$ cat src/rtl/sdram_write_buffer.sv
// Write-side buffer between the SD card loader and the SDRAM controller.
// Loader words are queued in a small FIFO and drained as Avalon-MM single-word writes.
module sdram_write_buffer #(
  parameter int DEPTH  = 4,
  parameter int ADDR_W = 25
) (
  input  logic                    clk50,
  input  logic                    reset,
  input  logic                    ram_we,
  input  logic [ADDR_W-1:0]       ram_address,
  input  logic [15:0]             ram_data,
  output logic                    ram_op_begun,
  input  logic                    init_done_i,
  output logic [ADDR_W-1:0]       avm_address,
  output logic                    avm_write,
  output logic [15:0]             avm_writedata,
  output logic [1:0]              avm_byteenable,
  input  logic                    avm_waitrequest,
  output logic [$clog2(DEPTH):0]  fifo_count,
  output logic [ADDR_W-1:0]       words_written,
  output logic                    seq_error,
  output logic                    flush_done
);

  localparam int PTR_W   = $clog2(DEPTH);
  localparam int CNT_W   = PTR_W + 1;
  localparam int ENTRY_W = ADDR_W + 16;
  localparam logic [CNT_W-1:0] FULL = CNT_W'(DEPTH);

  logic [ENTRY_W-1:0] mem_q [DEPTH];
  logic [ENTRY_W-1:0] mem_d [DEPTH];
  logic [PTR_W-1:0]   wr_ptr_q, wr_ptr_d;
  logic [PTR_W-1:0]   rd_ptr_q, rd_ptr_d;
  logic [CNT_W-1:0]   count_q, count_d;
  logic [ADDR_W-1:0]  expected_q, expected_d;
  logic [ADDR_W-1:0]  words_written_q, words_written_d;
  logic               seq_error_q, seq_error_d;
  logic               flush_done_q, flush_done_d;

  logic               push;
  logic               pop;
  logic [ENTRY_W-1:0] head;

  // A full FIFO refuses the push even if a pop frees a slot on the same edge.
  assign push = ram_we && (count_q != FULL);
  assign pop  = (count_q != '0) && !avm_waitrequest;
  assign head = mem_q[rd_ptr_q];

  always_comb begin
    mem_d           = mem_q;
    wr_ptr_d        = wr_ptr_q;
    rd_ptr_d        = rd_ptr_q;
    count_d         = count_q;
    expected_d      = expected_q;
    words_written_d = words_written_q;
    seq_error_d     = seq_error_q;
    flush_done_d    = flush_done_q;

    if (push) begin
      mem_d[wr_ptr_q] = {ram_address, ram_data};
      wr_ptr_d        = wr_ptr_q + PTR_W'(1);
      // After a gap the check resynchronises to the new address.
      expected_d      = ram_address + ADDR_W'(1);
      if (ram_address != expected_q) begin
        seq_error_d = 1'b1;
      end
    end

    if (pop) begin
      rd_ptr_d        = rd_ptr_q + PTR_W'(1);
      words_written_d = words_written_q + ADDR_W'(1);
    end

    case ({push, pop})
      2'b10:   count_d = count_q + CNT_W'(1);
      2'b01:   count_d = count_q - CNT_W'(1);
      default: count_d = count_q;
    endcase

    if (init_done_i && (count_q == '0) && !push) begin
      flush_done_d = 1'b1;
    end
  end

  always_ff @(posedge clk50 or posedge reset) begin
    if (reset) begin
      for (int i = 0; i < DEPTH; i++) begin
        mem_q[i] <= '0;
      end
      wr_ptr_q        <= '0;
      rd_ptr_q        <= '0;
      count_q         <= '0;
      expected_q      <= '0;
      words_written_q <= '0;
      seq_error_q     <= 1'b0;
      flush_done_q    <= 1'b0;
    end else begin
      mem_q           <= mem_d;
      wr_ptr_q        <= wr_ptr_d;
      rd_ptr_q        <= rd_ptr_d;
      count_q         <= count_d;
      expected_q      <= expected_d;
      words_written_q <= words_written_d;
      seq_error_q     <= seq_error_d;
      flush_done_q    <= flush_done_d;
    end
  end

  assign ram_op_begun   = push;
  assign avm_write      = (count_q != '0);
  assign avm_address    = head[ENTRY_W-1:16];
  assign avm_writedata  = head[15:0];
  assign avm_byteenable = 2'b11;
  assign fifo_count     = count_q;
  assign words_written  = words_written_q;
  assign seq_error      = seq_error_q;
  assign flush_done     = flush_done_q;

endmodule
$ cat config.mk
export PLATFORM = sky130hd
export DESIGN_NAME = sdram_write_buffer
export DESIGN_NICKNAME = d
export VERILOG_FILES = /design/src/rtl/sdram_write_buffer.sv
export SDC_FILE = /design/constraint.sdc
export NUM_CORES = 1
export LEC_CHECK = 0
export CAP_MARGIN = 15
export CORE_MARGIN = 1.5
export CORE_UTILIZATION = 55
export DETAILED_ROUTE_END_ITERATION = 16
export PLACE_DENSITY = 0.79
export SETUP_SLACK_MARGIN = 0.15
export SLEW_MARGIN = 20
export SYNTH_ARGS = -nofsm -noshare
export SYNTH_HDL_FRONTEND = slang
export SYNTH_SLANG_ARGS = --single-unit
$ cat constraint.sdc
create_clock -name clk50 -period 11.7 [get_ports clk50]
set_input_delay 3.51 -clock clk50 [delete_from_list [all_inputs] [get_ports clk50]]
set_output_delay 3.51 -clock clk50 [all_outputs]
set_load 0.005 [all_outputs]
# ---- Yosys cells after proc, flatten, opt, wreduce, memory -nomap -nowiden
# Cells that the tools add are included.
dict set report totals {
  latch_bits 0
  mem_bits_ro 0
  mem_count 0
  word_cells 44
  register_bits 223
  input_bits 46
  ram_bits 0
}
dict set report classes {
  multipliers 0
  reduce_logical 11
  n_eq_ne 4
  shift 0
  bitwise_logic 2
  n_lt_le_gt_ge 3
  n_mux 7
  div 0
  addsub 6
}
# operator count
set op_table {}
lappend op_table {{164-bit bitwise mux} 1}
lappend op_table {{41-bit 2-to-1 mux} 3}
lappend op_table {{41-bit binary-select mux with 2-bit select} 1}
lappend op_table {{41-bit demux with 2-bit select} 1}
lappend op_table {{25-bit by 1-bit adder with 25-bit output, second input constant} 2}
lappend op_table {{25-bit inequality test} 1}
lappend op_table {{3-bit >= comparator, second input constant} 2}
lappend op_table {{2-bit NOT with 3-bit output} 2}
lappend op_table {{3-bit one-hot mux with 2 select lines} 1}
lappend op_table {{1-bit logical AND} 5}
lappend op_table {{2-bit by 1-bit adder with 2-bit output, second input constant} 2}
lappend op_table {{3-bit by 1-bit adder with 3-bit output, second input constant} 1}
lappend op_table {{3-bit zero test} 1}
lappend op_table {{3-bit by 1-bit less-than comparator with 1-bit output, second input constant} 1}
lappend op_table {{3-bit inequality test, second input constant} 1}
lappend op_table {{3-bit nonzero test} 1}
lappend op_table {{3-bit by 1-bit subtractor with 3-bit output, second input constant} 1}
lappend op_table {{2-bit by 1-bit equality test with 1-bit output, second input constant} 1}
lappend op_table {{2-bit equality test, second input constant} 1}
lappend op_table {{1-bit zero test} 2}
lappend op_table {{2-bit AND reduction} 1}
lappend op_table {{2-bit nonzero test} 1}

# ---- Depth between registers and ports, before layout
dict set report logic_depth {
  word_depth 6
  depth_mapped 10
  depth_no_buf 9
}

# ---- Worst setup path after synthesis
# OpenSTA, ideal clock, no wires.
dict set report synth_path {
  path_kind {input to output}
  from {input ram_we}
  to {output ram_op_begun}
  stages 4
  path_buffers 2
  required_time_ps 8190
  slack_ps 3831
  arrival_time_ps 4359
  cell_sequence {inv_1 a31oi_1 clkbuf_1 clkbuf_1}
}
dict set report synth_between {
  elab_chain_len 1
}
# element line_no
set synth_lines {}
lappend synth_lines {{start: declaration} 9} ;# input logic ram_we,
lappend synth_lines {{1-bit logical AND} 45} ;# assign push = ram_we && (count_q != FULL);
lappend synth_lines {{end: declaration} 12} ;# output logic ram_op_begun,
# No other way between the ends.

# ---- Worst setup path in the final report
# Same ends and word-level chain as after synthesis.

==> results.py <==
metrics = {
    "route": {
        "first_pass_iters": 4,
        "dr_total_vias": 6307,
        "wl_per_cell_microns": 19.8,
        "antenna_left": 0,
        "drt-initial-drc-count": 288,
        "drcViolationCount": 0,
        "via_per_inst": 5.82,
        "finalWirelength_mm": 21.5,
    },
    "grt": {
        "grt_pass1_wl_mm": 35.7,
        "grt_pass1_vias": 6995,
        "grt.total_usage": 0.229,
        "grt-ovfl-total": 0,
        "antenna_found_initial": 1,
        "grt_max_degree": 141,
    },
    "final_layout": {
        "area_delta_synth_final_pct": 20.1,
        "drive_gt1_frac": 0.314,
        "layout_common_cells": "dfrtp_1, mux2_2, clkdlybuf4s50_1, xnor2_1, mux4_2",
        "stdcell_count": 1084,
        "num-fill-cells": 1253,
        "layout_commonest_cell": "dfrtp_1",
        "nNetsFinal": 893,
    },
    "sta": {
        "setup_slack_ns": 2.87,
        "rsz0062_at_grt": "false",
        "period_share": 0.755,
        "fin_setup_tns_ns": 0,
        "fmax_mhz": 113,
        "max_slew_margin": 0.227,
        "worst_pin_slew_ns": 1.16,
        "final_max_slew_viol_count": 0,
        "setup_viol": 0,
        "min_period_ns": 8.83,
        "hold_violations": 0,
        "skew_ns": 0.00559,
    },
    "worst_setup_path": {
        "crit_path_end_kind": "output pin",
        "cp_common_cell": "clkdlybuf4s50_1",
        "rr_endpoint": "fifo_count[2]$_DFFE_PP0P_",
        "critPathLaunchType": "input pin",
        "worst-setup-path-type": "in2out",
        "required_ns": 8.19,
        "cpLargestDelayFamily": "buffers and inverters",
        "crit_slowest_cell": "clkdlybuf4s50_1",
        "critPathMaxFanout": 58,
        "crit_chain": "clkdlybuf4s50_1 > inv_1 > a31oi_4 > buf_4 > clkdlybuf4s50_1",
        "reg2reg_depth": 8,
        "r2r_slack_ns": 9.25,
        "cp_data_arrival_time_ns": 5.32,
        "max_stage_delay_ns": 0.63,
        "r2r-start": "fifo_count[0]$_DFFE_PP0P_",
        "crit_buf_inv": 4,
    },
    "job": {
        "maxCapViolations": 0,
    },
    "synth": {
        "syn_inst": 749,
        "synth_cell_types": 37,
        "synth_edf_count": 0,
        "ys.flop_type": "dfrtp_1",
        "ys_ff_latch": 223,
        "ys_seq_area_frac": 0.541,
        "avgSynthCellArea_sq_um": 13.8,
        "syn_area_sq_mm": 0.0103,
        "async_flop_share": 1.00,
        "synth_warnings": 0,
    },
    "die": {
        "start_util": 0.568,
        "ios": 121,
        "coreArea_sq_mm": 0.0181,
        "die_width_microns": 140,
        "num_rows": 49,
        "die_y_microns": 140,
        "die-area_sq_mm": 0.0196,
    },
    "worst_hold_path": {
        "hold_end": "flush_done$_DFFE_PP0P_",
        "min-delay-path-class": "reg2reg",
        "min_path_cells": 1,
        "holdCritStartpoint": "flush_done$_DFFE_PP0P_",
    },
    "cts": {
        "cts_buffers": 23,
        "insertion_delay_ns": 0.50,
        "htree_levels": 1,
        "cts_tree": "done",
        "cts_resized": 0,
        "clkSinkCount": 223,
        "path_clk_slew_ns": 0.06,
        "cts_root_buf": "clkbuf_16",
        "post-cts-setup-buffers": 0,
        "clk_path_buf_depth": 3,
        "ctsHoldBuffers": 0,
    },
    "placed_design": {
        "routabilityCongestion": 0.836,
        "io_buffer_count": 118,
        "dp_cells": 1043,
        "hpwl_mm": 13.5,
        "dp_slack_ns": 2.89,
    },
    "pwr": {
        "p_leak_nw": 5.02,
        "ir_worst_vdd_uv": 156,
        "p_per_area_mw_per_mm2": 277,
    },
    "outcome": {
        "status": "complete, no violations",
    },
}
## registers in the layout, indices dropped and copies added, names as in the netlist
signal / count
expected_q: 25
seq_error: 1
wr_ptr_q: 2
mem_q: 164
words_written: 25
rd_ptr_q: 2
fifo_count: 3
flush_done: 1
## routing by layer
metal / wire length, microns / global-route usage
met1: 9090 / 0.303
met2: 10800 / 0.388
met3: 993 / 0.0356
met4: 637 / 0.0787
met5: 0 / 0
## worst register-to-register path, cell delays in order, from the launching register on
cell and delay [ns]:
dfrtp_1 0.41, nor3_1 0.68, nor2_1 0.31, ha_1 0.31, inv_1 0.07, fa_1 0.17, xor2_1 0.16, nor2_1 0.07
xor2_1 0.14
## final cells by class
class | count | area, sq um | area share
Sequential cell | 223 | 5580 | 0.451
Multi-Input combinational cell | 451 | 4420 | 0.356
Clock buffer | 31 | 676 | 0.0545
Antenna cell | 1 | 2.50 | 0.000202
Tap cell | 229 | 287 | 0.0231
Clock inverter | 9 | 123 | 0.00990
Timing Repair Buffer | 126 | 1240 | 0.100
Inverter | 14 | 60.1 | 0.00485
## through the flow
stage	util	area [sq um]	total power [W]	hold slack (ns)
floorplan	-	10300	0.00213	0.466
global route	0.683	12400	0.00363	0.504
finish	0.683	12400	0.00343	0.471
global placement	0.639	11600	0.00261	0.461
detailed placement	0.639	11600	0.00269	0.458
CTS	0.683	12400	0.00347	0.477
## worst max path at each step
| stage | to | from | depth (start not counted) | slack, ns |
|---|---|---|---|---|
| after floorplan | expected_q[0]$_DFFE_PP0P_ | reset | 1 | 2.08 |
| after global placement | ram_op_begun | ram_we | 5 | 2.90 |
| after detailed placement | ram_op_begun | ram_we | 5 | 2.89 |
| after CTS | ram_op_begun | ram_we | 5 | 2.88 |
| after global routing | ram_op_begun | ram_we | 5 | 2.77 |
| final | ram_op_begun | ram_we | 5 | 2.87 |
## where the power goes
part           leakage, nW  internal (W)  switching, W
Clock                0.397      0.000469      0.000295
Combinational         1.97      0.000868      0.000444
Sequential            2.66       0.00112      0.000240
Total                 5.02       0.00246      0.000978
## synth_stat cells, types with 4 or more instances
cell	number	area, sq um
nand4_1	20	125
nand2_1	23	86.3
or3_1	5	31.3
nor3_1	10	50.1
xnor2_1	58	508
a21oi_1	14	70.1
or4_1	4	30.0
buf_1	21	78.8
xor2_1	11	96.3
mux4_2	41	923
inv_1	14	52.6
a31oi_1	11	68.8
nor4_1	5	31.3
buf_2	12	60.1
nand3_1	17	85.1
o21ai_0	8	40.0
clkbuf_1	20	75.1
dfrtp_1	223	5580
buf_6	5	56.3
mux2_2	166	1870
nor2_1	32	120
ha_1	7	87.6
## cells by family after synthesis
family | synth area share
flops | 0.541
mux | 0.272
simple gates | 0.0639
buf+inv | 0.0337
xor+xnor | 0.0586
compound gates | 0.0204
fa+ha+maj | 0.0104
other cells | 0.000364
No activity file was read; power rests on OpenSTA's default activity.
